$ cat config.mk
export PLATFORM = sky130hd
export DESIGN_NAME = xor_parity_serializer
export DESIGN_NICKNAME = d
export VERILOG_FILES = /design/src/rtl/xor_parity_serializer.sv
export SDC_FILE = /design/constraint.sdc
export NUM_CORES = 1
export LEC_CHECK = 0
export CAP_MARGIN = 30
export CORE_MARGIN = 2
export CORE_UTILIZATION = 50
export CTS_CLUSTER_DIAMETER = 80
export DETAILED_ROUTE_END_ITERATION = 8
export PLACE_DENSITY = 0.78
export REMOVE_ABC_BUFFERS = 1
export SLEW_MARGIN = 5
export SYNTH_ARGS = -nofsm -noshare
export SYNTH_HDL_FRONTEND = slang
export SYNTH_SLANG_ARGS = --single-unit
$ cat constraint.sdc
create_clock -name clk -period 2.4 [get_ports clk]
set_clock_uncertainty 0.1 [all_clocks]
set_input_delay 0.36 -clock clk [delete_from_list [all_inputs] [get_ports clk]]
set_output_delay 0.36 -clock clk [all_outputs]
set_load 0.05 [all_outputs]
$ cat src/rtl/xor_parity_serializer.sv
// xor_parity_serializer: sends a parallel word LSB first over a valid/ready serial beat stream,
// then one beat carrying the XOR parity of the word.
module xor_parity_serializer #(
    parameter int DATA_W     = 8,
    parameter bit PARITY_ODD = 1'b0
) (
    input  logic              clk,
    input  logic              rst_n,
    input  logic              in_valid,
    input  logic [DATA_W-1:0] in_data,
    output logic              in_ready,
    output logic              ser_out,
    output logic              ser_valid,
    input  logic              ser_ready,
    output logic              ser_last
);
    localparam int CW = $clog2(DATA_W);

    typedef enum logic [1:0] {IDLE, SHIFT, PARITY} state_t;

    state_t            state, state_nxt;
    logic [DATA_W-1:0] shreg;
    logic              acc;
    logic [CW-1:0]     count;
    logic              last_bit;

    assign last_bit = (count == CW'(DATA_W - 1));

    always_ff @(posedge clk or negedge rst_n) begin
        if (!rst_n) state <= IDLE;
        else        state <= state_nxt;
    end

    always_comb begin
        state_nxt = IDLE;
        case (state)
            IDLE:    state_nxt = in_valid ? SHIFT : IDLE;
            SHIFT:   state_nxt = (ser_ready && last_bit) ? PARITY : SHIFT;
            PARITY:  state_nxt = ser_ready ? IDLE : PARITY;
            default: state_nxt = IDLE;
        endcase
    end

    // acc starts at the parity mode so the final beat is already odd/even corrected
    always_ff @(posedge clk or negedge rst_n) begin
        if (!rst_n) begin
            shreg <= '0;
            acc   <= 1'b0;
            count <= '0;
        end else if (state == IDLE && in_valid) begin
            shreg <= in_data;
            acc   <= PARITY_ODD;
            count <= '0;
        end else if (state == SHIFT && ser_ready) begin
            acc   <= acc ^ shreg[0];
            shreg <= shreg >> 1;
            count <= count + CW'(1);
        end
    end

    always_comb begin
        in_ready  = (state == IDLE);
        ser_valid = (state != IDLE);
        ser_last  = (state == PARITY);
        ser_out   = (state == SHIFT) ? shreg[0] : (state == PARITY) ? acc : 1'b0;
    end
endmodule

==> qor.csv <==
metric,value,unit
I/O Pins,16,
M2 GR Usage,26.6,%
Global Route met1 Usage,22.5,%
Root Driver,clkbuf_4,
die width,40.3,um
CTS clock-pin slew for the worst setup and hold paths,80,ps
Final Hold Fails,0,
Max VDD drop,0.558,mV
GR Layer Usage met3,3.33,%
layer with the highest usage,met2,
final net count,85,
via count,469,
initial drt markers,12,
WHS,364,ps
post-layout power,0.930,mW
GRT Util Overall,16.5,%
Vert. Die Dim,40.3,um
FF+latch area,350,um^2
max-slew violation count,0,
WP data required,1940,ps
Final setup viols,0,
final antenna-violating net count,0,
Area after DPL,823,um^2
crit-path max FO,7,
GR Overflow Total,0,
leakage,0.438,nW
area of the multi-input gates,293,um^2
RSZ-0062 raised after global routing,false,
fin util,67.9,%
first-pass GRT wire length,1730,um
row count,13,
pwr dens,1080,nW/um^2
CP arrival,1770,ps
total CTS buffers,3,
CTS H-Tree Depth,1,
core area,1270,um^2
routed len/inst,13.2,um
share of layout cells above drive strength 1,15.7,%
Post-Route WL,1120,um
clk_lat worst skew,270,ps
Crit-path slowest cell,clkdlybuf4s50_1,
fin area,862,um^2
Initial Util,52.0,%
setup bufs post-CTS,0,
Final Cycle Share,92.8,%
total negative slack,0,ps
fmax,449,MHz
synthesized instance count,52,
Setup CP Type,flip-flop to output port,
share of the yosys chip area belonging to registers,53.1,%
n_diodes,0,
CP max stage delay,830,ps
post-layout minimum cycle time,2230,ps
Die ar.,1630,um^2
number of global-route vias before repair,394,
# DRC,0,
Hold Path Class,input port to async pin,
Synth warnings,0,
antenna violations before repair,0,
CTS tree,yes,
startpoint types,flip-flop,
Yosys reg bits,14,
MaxCap Viol Count,0,
Port-buffer cells,15,
Slew HR,60.1,%
area grow syn2layout,30.7,%
crit end category,output port,
Slew @ Worst Pin,596,ps
post-synth cell types,20,
CP Cell Sequence,nor2b_1 -> clkdlybuf4s50_1,
Syn Area/Cell,12.7,um^2
vias per cell,5.52,
TritonRoute pass-1 iters,4,
Mapped Area,659,um^2
clk buf depth,2,
CTS sink count,14,
post-detail-place hpwl,833,um
FILL cells,103,
GPL Wtd Cong,0.664,
largest net degree at the start of global routing,15,
status,"complete, no violations",
-- per-stage QoR --
step,setup slack [ps],std cells
3_5_place_dp,330,81
2_1_floorplan,195,50
3_3_place_gp,381,81
4_1_cts,32.5,85
6_report,172,85
5_1_grt,66.1,85
-- critical path, delay by kind of cell, from the launching register on --
family / cells / cell delay [ps]
flip-flops: 1 / 440
buffers and inverters: 1 / 830
AND/OR/NAND/NOR: 1 / 230
-- area by class of cell --
type | count | share of cell area [%]
well taps | 15 | 2.18
repair buffers | 16 | 18.6
clock buffers | 4 | 4.21
inverters | 1 | 0.435
multi-input cells | 35 | 34.0
flip-flops and latches | 14 | 40.6
-- where the power goes --
part | total, mW | internal [mW] | switching, mW
Clock | 0.162 | 0.0920 | 0.0700
Sequential | 0.377 | 0.318 | 0.0588
Combinational | 0.391 | 0.193 | 0.198
-- cell usage in the layout, fill, tap and decap left out, drive strengths merged --
cell type      Yosys  final
nor3b              1      1
and3b              1      1
inv                1      1
ha                 2      2
dlymetal6s2s       0      1
clkbuf             0      4
a21o               6      6
buf                2      1
nand4b             1      1
nor2b              2      2
a31o               1      1
mux2i              1      1
xor2               1      1
a22o               9      9
nor2               5      5
and2b              1      1
clkdlybuf4s50      0     14
dfrtp             14     14
a311oi             1      1
mux2               3      3
-- synth_stat cells --
library cell,n,share of area (%)
nor2_2,1,0.95
mux2_4,1,2.3
a31o_2,1,1.3
ha_1,2,3.8
nand4b_1,1,1.3
xor2_1,1,1.3
a22o_1,9,12
nor2b_1,2,1.9
and3b_4,1,1.9
buf_4,1,1.1
nor3b_1,1,1.1
buf_2,1,0.76
mux2i_1,1,1.5
and2b_1,1,1.1
inv_1,1,0.57
a311oi_1,1,1.3
dfrtp_1,14,53
mux2_2,2,3.4
nor2_1,4,2.3
a21o_1,6,6.8
-- path summary, 6_finish.rpt --
check | from | to | slack (ps) | cells after the start
min in group clk | shreg[1] | shreg[1] | 380 | 1
hold reg to reg | shreg[1] | shreg[1] | 380 | 1
hold / removal | rst_n | shreg[7] | 360 | 1
setup / recovery | state[1] | ser_last | 170 | 2
max in group asynchronous | rst_n | state[0] | 1450 | 1
setup reg to reg | state[1] | shreg[6] | 770 | 3
-- kinds of logic after synthesis --
group	after synthesis	synth area share, %
xor gates and xnor gates	1	1.33
DFF	14	53.1
buffers and inverters	3	2.47
AOI/OAI and AO/OA	17	21.4
muxes	4	7.21
and+or+nand+nor	11	10.6
adders and majority gates	2	3.79
-- routing by layer --
metal / wire length [um] / vias to the layer above / share of wire (%)
li1: - / 232 / -
met1: 540 / 222 / 48
met2: 514 / 13 / 46
met3: 58 / 2 / 5.2
met4: 6 / 0 / 0.54
met5: 0 / - / 0
-- timing repair --
action	4_1_cts	5_1_grt
endpoints found under the setup margin	0	1
resized for setup	0	1
hold buffers	0	0
-- state kept, by name, summed over array words and instances (netlist names) --
name   count
state      2
acc        1
shreg      8
count      3
No activity file was read; power rests on OpenSTA's default activity.
